[config.mk]
export PLATFORM = sky130hd
export DESIGN_NAME = lcd_frame_buf
export DESIGN_NICKNAME = d
export VERILOG_FILES = /design/src/rtl/lcd_pkg.sv /design/src/rtl/lcd_scroll_tick.sv /design/src/rtl/lcd_frame_buf.sv
export SDC_FILE = /design/constraint.sdc
export NUM_CORES = 1
export LEC_CHECK = 0
export CORE_UTILIZATION = 60
export CTS_CLUSTER_SIZE = 40
export DETAILED_ROUTE_END_ITERATION = 7
export PLACE_DENSITY = 0.95
export REMOVE_ABC_BUFFERS = 1
export SYNTH_ARGS = -nofsm -noshare
export SYNTH_HDL_FRONTEND = slang
export SYNTH_SLANG_ARGS = --single-unit
[constraint.sdc]
create_clock -name clk -period 5.6 [get_ports clk]
set_input_delay 0.84 -clock clk [delete_from_list [all_inputs] [get_ports clk]]
set_output_delay 0.84 -clock clk [all_outputs]
set_load 0.01 [all_outputs]
[src/rtl/lcd_pkg.sv]
// Shared constants, state type and character helper
// for the LCD frame buffer.
package lcd_pkg;

  localparam int LCD_CHARS = 32;
  localparam int LCD_COLS  = 16;

  localparam logic [7:0] ASCII_SPACE = 8'h20;
  localparam logic [7:0] ASCII_MAX   = 8'h7E;

  typedef enum logic {
    IDLE,
    CLEAR
  } lcd_state_e;

  // Non-printable codes would garble the panel, so show a blank instead
  function automatic logic [7:0] lcd_sanitize(
    input logic [7:0] c
  );
    if (c < ASCII_SPACE || c > ASCII_MAX)
      return ASCII_SPACE;
    return c;
  endfunction

endpackage

[src/rtl/lcd_scroll_tick.sv]
// Marquee timebase: divides clk down to scroll steps
// and keeps the line-0 rotation offset.
module lcd_scroll_tick #(
  parameter int SCROLL_DIV = 12_500_000,
  parameter int CNT_W      = $clog2(SCROLL_DIV)
) (
  input  logic       clk,
  input  logic       reset,
  input  logic       scroll_en,
  output logic [3:0] scroll_pos
);

  logic [CNT_W-1:0] r_cnt;
  logic [3:0]       r_pos;
  logic             w_tc;

  assign w_tc       = (r_cnt == CNT_W'(SCROLL_DIV - 1));
  assign scroll_pos = r_pos;

  always_ff @(posedge clk or negedge reset) begin
    if (!reset) begin
      r_cnt <= '0;
      r_pos <= '0;
    end else if (!scroll_en) begin
      r_cnt <= '0;
      r_pos <= '0;
    end else if (w_tc) begin
      r_cnt <= '0;
      r_pos <= r_pos + 4'd1;
    end else begin
      r_cnt <= r_cnt + CNT_W'(1);
    end
  end

endmodule

[src/rtl/lcd_frame_buf.sv]
// Double-buffered 32-char frame store with clear,
// deferred commit and line-0 marquee.
module lcd_frame_buf
  import lcd_pkg::*;
#(
  parameter int SCROLL_DIV = 12_500_000,
  parameter int CNT_W      = $clog2(SCROLL_DIV)
) (
  input  logic         clk,
  input  logic         reset,
  input  logic         wr_valid,
  output logic         wr_ready,
  input  logic [4:0]   wr_addr,
  input  logic [7:0]   wr_data,
  input  logic         clr_req,
  input  logic         commit,
  input  logic         scroll_en,
  output logic         busy,
  output logic [3:0]   scroll_pos,
  output logic [255:0] frame_chars
);

  lcd_state_e r_state;
  lcd_state_e w_state_nx;
  logic [4:0] r_clr_idx;
  logic [4:0] w_clr_idx_nx;
  logic       r_pend;
  logic       w_pend_nx;
  logic       w_ready;
  logic       w_copy;
  logic       w_clr_we;
  logic       w_wr_fire;

  logic [7:0] r_back  [LCD_CHARS];
  logic [7:0] r_front [LCD_CHARS];

  always_ff @(posedge clk or negedge reset) begin
    if (!reset) begin
      r_state   <= IDLE;
      r_clr_idx <= '0;
      r_pend    <= 1'b0;
    end else begin
      r_state   <= w_state_nx;
      r_clr_idx <= w_clr_idx_nx;
      r_pend    <= w_pend_nx;
    end
  end

  always_comb begin
    w_state_nx   = r_state;
    w_clr_idx_nx = r_clr_idx;
    w_pend_nx    = r_pend;
    w_ready      = 1'b0;
    w_copy       = 1'b0;
    w_clr_we     = 1'b0;
    unique case (r_state)
      IDLE: begin
        w_ready   = !clr_req;
        w_copy    = commit | r_pend;
        w_pend_nx = 1'b0;
        if (clr_req) begin
          w_state_nx   = CLEAR;
          w_clr_idx_nx = '0;
        end
      end
      CLEAR: begin
        w_clr_we     = 1'b1;
        w_clr_idx_nx = r_clr_idx + 5'd1;
        if (commit)
          w_pend_nx = 1'b1;
        if (r_clr_idx == 5'(LCD_CHARS - 1))
          w_state_nx = IDLE;
      end
      default: ;
    endcase
  end

  assign wr_ready  = w_ready & reset;
  assign w_wr_fire = wr_valid & wr_ready;
  assign busy      = (r_state == CLEAR) | r_pend;

  // Copy reads r_back before this edge's write lands
  always_ff @(posedge clk or negedge reset) begin
    if (!reset) begin
      for (int i = 0; i < LCD_CHARS; i++) begin
        r_back[i]  <= ASCII_SPACE;
        r_front[i] <= ASCII_SPACE;
      end
    end else begin
      if (w_wr_fire)
        r_back[wr_addr] <= lcd_sanitize(wr_data);
      if (w_clr_we)
        r_back[r_clr_idx] <= ASCII_SPACE;
      if (w_copy)
        for (int i = 0; i < LCD_CHARS; i++)
          r_front[i] <= r_back[i];
    end
  end

  lcd_scroll_tick #(
    .SCROLL_DIV (SCROLL_DIV),
    .CNT_W      (CNT_W)
  ) u_tick (
    .clk        (clk),
    .reset      (reset),
    .scroll_en  (scroll_en),
    .scroll_pos (scroll_pos)
  );

  always_comb begin
    frame_chars = '0;
    for (int j = 0; j < LCD_COLS; j++)
      frame_chars[8*j +: 8] =
        r_front[5'((j + int'(scroll_pos)) % LCD_COLS)];
    for (int j = LCD_COLS; j < LCD_CHARS; j++)
      frame_chars[8*j +: 8] = r_front[5'(j)];
  end

endmodule

# Word-level counts from Yosys, hierarchy flattened
# Cells that the tools add are included.
dict set report word_totals {
  ff_bits 547
  in_bits 19
  output_inout_bits 262
  wordCells 248
}
dict set report op_classes {
  add_sub_neg 18
  magnitude_cmp 22
  n_eq_ne 5
  n_mux 74
  bitwise_logic 41
  n_reduce_logical 19
}
# op count
set op_table {}
lappend op_table {{$bmux 8 s5} 16}
lappend op_table {{$mux 256} 2}
lappend op_table {{$mux 8} 37}
lappend op_table {{$bwmux 256} 1}
lappend op_table {{$and 224x224->224} 1}
lappend op_table {{$not 224->224} 1}
lappend op_table {{$ge 5x6->1 const B} 16}
lappend op_table {{$demux 8 s5} 2}
lappend op_table {{$not 5->5} 15}
lappend op_table {{$reduce_or 4->1} 15}
lappend op_table {{$mux 24} 2}
lappend op_table {{$add 4x4->4 const A} 8}
lappend op_table {{$or 32x32->32} 1}
lappend op_table {{$add 24x1->24 const B} 1}
lappend op_table {{$eq 24x24->1 const B} 1}
lappend op_table {{$add 3x4->4 const A} 4}
lappend op_table {{$and 1x1->1 const A} 15}
lappend op_table {{$ge 6x6->1 const B} 2}
lappend op_table {{$lt 6x1->1 const B} 2}
lappend op_table {{$not 5->6} 2}
lappend op_table {{$pmux 5 s2} 1}
lappend op_table {{$add 2x4->4 const A} 2}
lappend op_table {{$gt 8x7->1 const B} 1}
lappend op_table {{$lt 8x6->1 const B} 1}
lappend op_table {{other kinds (17)} 30}

# Longest topological paths before layout
dict set report depth {
  ltp_word 11
  depth_mapped 12
}

# Cells and area by module
# Synthesis repeated with hierarchy kept, for this count alone.
dict set report unflattened {
  cells_unflattened 1842
  area_unflattened_um2 20478.4
}
# module n_inst cells_each area_each_um2 seq_area_each_um2
set by_module_without_submodules {}
lappend by_module_without_submodules {lcd_frame_buf 1 1691 19032.0 6621.4}
lappend by_module_without_submodules {lcd_scroll_tick 1 151 1446.4 700.7}

# Least setup slack after synthesis
# No wires, ideal clock.
dict set report synth_timing {
  path_type {register -> output}
  startpoint {register u_tick.r_pos[0] (netlist: u_tick.scroll_pos[0])}
  endpoint {output frame_chars[72]}
  arrival_time_ns 3.056
  required_ns 4.760
  setup_slack_ns 1.704
  path_stages_with_launch 13
  n_path_buf 7
  path_cell_list {dfrtp_1 > buf_2 > buf_2 > buf_4 > buf_2 > inv_1 > ha_1 > buf_4 > buf_2 > clkbuf_1 > mux4_2 > mux2i_1 > mux2i_1}
}
dict set report synth_via {
  elab_chain_len 7
}
# element line
set synth_lines {}
lappend synth_lines {{start, declared} lcd_scroll_tick.sv:14} ;# logic [3:0] r_pos;
lappend synth_lines {{start signal, assigned} lcd_scroll_tick.sv:29} ;# r_pos <= r_pos + 4'd1;
lappend synth_lines {{$add 4x4->4 *} lcd_frame_buf.sv:114} ;# r_front[5'((j + int'(scroll_pos)) % LCD_COLS)];
lappend synth_lines {{$reduce_or 4->1 (no line)} --}
lappend synth_lines {{$and 1x1->1 (no line)} --}
lappend synth_lines {{$not 5->5 (not written as such) *} lcd_frame_buf.sv:114}
lappend synth_lines {{$bmux 8 s5 *} lcd_frame_buf.sv:114}
lappend synth_lines {{$mux 8 (not written as such) * (2 in a row)} lcd_frame_buf.sv:114}
lappend synth_lines {{end, declared} lcd_frame_buf.sv:20} ;# output logic [255:0] frame_chars
# Every way passes the cells marked *; elsewhere a longest branch is shown, timed or not. The select of a mux whose other input is x is not followed.

# Worst setup path in the final report
dict set report layout_timing {
  startpoint {register u_tick.r_pos[1] (netlist: u_tick.scroll_pos[1])}
  endpoint {output frame_chars[31]}
}
dict set report layout_via {
  elab_chain_len 7
}
# element line
set layout_lines {}
lappend layout_lines {{$add 2x4->4 *} lcd_frame_buf.sv:114}
lappend layout_lines {{$reduce_or 4->1 (no line)} --}
lappend layout_lines {{$and 1x1->1 (no line)} --}
lappend layout_lines {{$not 5->5 (not written as such) *} lcd_frame_buf.sv:114}
lappend layout_lines {{$bmux 8 s5 *} lcd_frame_buf.sv:114}
lappend layout_lines {{$mux 8 (not written as such) * (2 in a row)} lcd_frame_buf.sv:114}
# Marked as above.

==> impl_metrics.tcl <==
set metrics [dict create \
    status "finished clean" \
    drv_slew 0 \
    rows 65 \
    required_ns 4.76 \
    setup_viol 0 \
    relSlewSlack_pct 19.4 \
    io_pins 281 \
    postCtsSetupBuffers 0 \
    hold_slack_ns 0.286 \
    synth_xor_area_share_pct 1.14 \
    fin_skew_ns 0.00960 \
    synthCells 1568 \
    floorplan.initialDensity_pct 61.0 \
    synth_top_area_share_pct 33.7 \
    clock-root-buffer "clkbuf_16" \
    cts_buffer_depth 3 \
    worstSetupStartpointType "flop" \
    use_met2_pct 54.5 \
    layout_setup_ws_ns 0.707 \
    p_seq_share_pct 45.6 \
    drt-initial-drc-count 2353 \
    cts_buffers 28 \
    min_path_type "input port to async pin" \
    synth_cell_types 50 \
    synth-seq-cells 291 \
    grt.busiest_layer "met2" \
    grt_first_pass_wirelength_um 89200 \
    drive_gt1_share_pct 27.8 \
    ir_drop_uv 182 \
    globalRouteOverflowTotal 0 \
    wl_um 58500 \
    hold_violations 0 \
    synth_edf_count 0 \
    netSwitchingFraction_pct 30.0 \
    ant_nets 0 \
    die_w_um 181 \
    setup_tns_ns 0 \
    synth.mux.area_fraction_pct 36.7 \
    rr_startpoint "r_state" \
    period_share_pct 87.4 \
    r2r_cells 4 \
    cp-end-kind "primary output" \
    switchingPower_w 0.00167 \
    netlist_area_um2 19300 \
    multi_input_area_um2 10900 \
    clkPwrFrac_pct 33.7 \
    place_congestion 0.996 \
    met3_usage_pct 12.8 \
    dieArea_um2 32800 \
    synth_top_family_by_area "multiplexers" \
    dp_hpwl_um 39900 \
    met1_usage_pct 45.5 \
    leakagePower_nw 8.82 \
    clkTransAtPathRegs_ns 0.06 \
    grt_max_degree 109 \
    cts.htree.levels 1 \
    vias 15100 \
    worstPathArrival_ns 4.05 \
    n_fill_cell 2005 \
    nets 1695 \
    yosysTopAreaCell "dfrtp_1" \
    grt_pass1_vias 14800 \
    critical_path.startpoint "u_tick.scroll_pos[1]" \
    fmax_mhz 204 \
    detail_route.wl_per_cell_um 28.0 \
    postSynthAreaPerCell_um2 12.3 \
    via_per_inst 7.22 \
    clock_latency_ns 0.54 \
    yosys.area_share.simple_pct 10.5 \
    p_comb_share_pct 20.7 \
    power_w 0.00558 \
    r2r_end "r_back[196]" \
    portBuffers 152 \
    post_cts_resized 0 \
    crit_fanout 69 \
    worstMarginPinSlew_ns 1.20 \
    intPower_w 0.00391 \
    cts_tree "yes" \
    cts-hold-fix-buffers 0 \
    antenna_found_initial 4 \
    dp_slack_ns 1.31 \
    yosys_warnings 0 \
    path_class "flop to primary output" \
    synth-compound-area-share_pct 4.61 \
    worst-r2r-setup-slack_ns 2.52 \
    cts_sinks 291 \
    synthArstFlopShare_pct 100 \
    yosysSeqAreaShare_pct 38.0 \
    maxCapViolations 0 \
    drcViolationCount 0 \
    power_density_nw_per_um2 259 \
    fin_crit_ns 4.89 \
    core_area_um2 31600 \
    grt_setup_unrepaired "no" \
    synth_top_flop_cell "dfrtp_1" \
    netlist_top_cells_area "dfrtp_1 (34%), mux4_2 (22%), mux2_2 (7.5%), mux2i_1 (6.7%), buf_4 (5.3%)" \
    areaGrowthSynthToFinish_pct 11.8 \
    cp-endpoint "frame_chars[31]" \
    ff_latch_area_um2 7330 \
    grt_usage_pct 35.8 \
    synth_fa_ha_area_share_pct 0.845 \
    die_h_um 181 \
    dr.pass1.iters 6 \
]
cells in the final DEF, fill, tap and decap left out, types with 4 or more instances in the layout:
| master | n |
|---|---|
| clkbuf_16 | 29 |
| or4b_1 | 7 |
| nand2b_1 | 5 |
| nor4_2 | 8 |
| o31ai_1 | 7 |
| ha_1 | 12 |
| nor2_1 | 48 |
| and4_1 | 7 |
| dfrtp_1 | 255 |
| clkbuf_8 | 9 |
| nor3_1 | 8 |
| conb_1 | 128 |
| clkbuf_1 | 6 |
| inv_1 | 10 |
| xor2_1 | 9 |
| clkinv_2 | 8 |
| mux2_2 | 129 |
| xnor2_1 | 8 |
| nand4_1 | 10 |
| xnor2_2 | 4 |
| xor2_2 | 4 |
| nand2_1 | 146 |
| a211o_1 | 16 |
| or3_1 | 9 |
| mux2i_1 | 129 |
| nand3_1 | 73 |
| a21oi_1 | 111 |
| o21ai_0 | 7 |
| nand3b_1 | 4 |
| or4_1 | 14 |
| nor4b_2 | 8 |
| dfstp_2 | 32 |
| nor3b_1 | 16 |
| mux4_2 | 192 |
| clkdlybuf4s50_1 | 151 |
| buf_4 | 29 |
registers in the layout (all words and copies together), names as in the netlist:
register,cells
r_back,128
u_tick.r_cnt,24
r_front,128
r_state,1
u_tick.scroll_pos,4
r_pend,1
r_clr_idx,5
worst max-delay path, stage by stage, from the launching register on:
cell             delay [ns]
dfrtp_2                0.35
buf_4                  0.77
ha_1                   0.38
a21oi_1                0.10
xnor2_2                0.60
buf_4                  0.38
mux2i_1                0.27
clkdlybuf4s50_1        0.59
cells in the mapped netlist (5+ instances only):
library cell,instances
a211o_1,16
a21oi_1,111
and4_1,7
buf_1,13
buf_2,35
buf_4,136
buf_6,6
clkbuf_1,54
dfrtp_1,259
dfstp_2,32
ha_1,13
inv_1,10
mux2_2,129
mux2i_1,129
mux4_2,192
nand2_1,146
nand2b_1,5
nand3_1,73
nand4_1,10
nor2_1,48
nor3_1,8
nor3b_1,16
nor4_2,8
nor4b_2,8
o21ai_0,8
o31ai_1,7
or3_1,9
or4_1,14
or4b_1,7
xnor2_1,12
xor2_1,13
cell type report:
class                           count  share of cell area [%]
Clock buffer                       44                    4.05
Clock inverter                      8                   0.186
Timing Repair Buffer              183                    8.29
Tap cell                          402                    2.34
Sequential cell                   291                    34.1
Inverter                           11                   0.192
Multi-Input combinational cell   1148                    50.9
Antenna cell                        2                  0.0233
power by group through the flow:
stage | logic (W) | registers, W | clock network (W)
4_1_cts | 0.00112 | 0.00253 | 0.00188
3_3_place_gp | 0.00106 | 0.00254 | 0
5_1_grt | 0.00121 | 0.00255 | 0.00195
6_report | 0.00116 | 0.00255 | 0.00188
3_5_place_dp | 0.00109 | 0.00256 | 0
2_1_floorplan | 0.000726 | 0.00247 | 0
routing by layer:
layer / vias to the layer above / wire length (um) / share of wire (%)
li1: 5852 / - / -
met1: 7490 / 19800 / 34
met2: 1446 / 26200 / 45
met3: 293 / 8940 / 15
met4: 6 / 3470 / 5.9
met5: - / 42 / 0.072
how the worst min path moves through the flow:
stage	start	depth (start not counted)	endpoint	slack (ns)
detailed placement	r_back[191]	1	r_front[191]	0.49
finish	reset	1	r_pend	0.29
global placement	r_back[204]	1	r_front[204]	0.49
CTS	reset	1	r_pend	0.33
global route	reset	1	r_front[231]	0.37
floorplan	u_tick.r_cnt[0]	1	u_tick.r_cnt[0]	0.47
logic make-up (layout without fill, tap and decap cells):
group / count (synthesis) / in the layout
DFF: 291 / 291
and+or+nand+nor: 379 / 379
buffers and inverters: 256 / 246
adders and majority gates: 13 / 13
AOI/OAI and AO/OA: 153 / 153
other: 1 / 130
muxes: 450 / 450
xor gates and xnor gates: 25 / 25
per-stage QoR:
stage	std cells	utilization, %	instance area (um^2)
finish	2089	68.2	21500
global route	2087	68.2	21500
CTS	2087	68.2	21500
detailed placement	2035	65.3	20600
global placement	2035	65.3	20600
floorplan	1450	-	18200
Note: power is estimated with default switching activity, not from simulation.
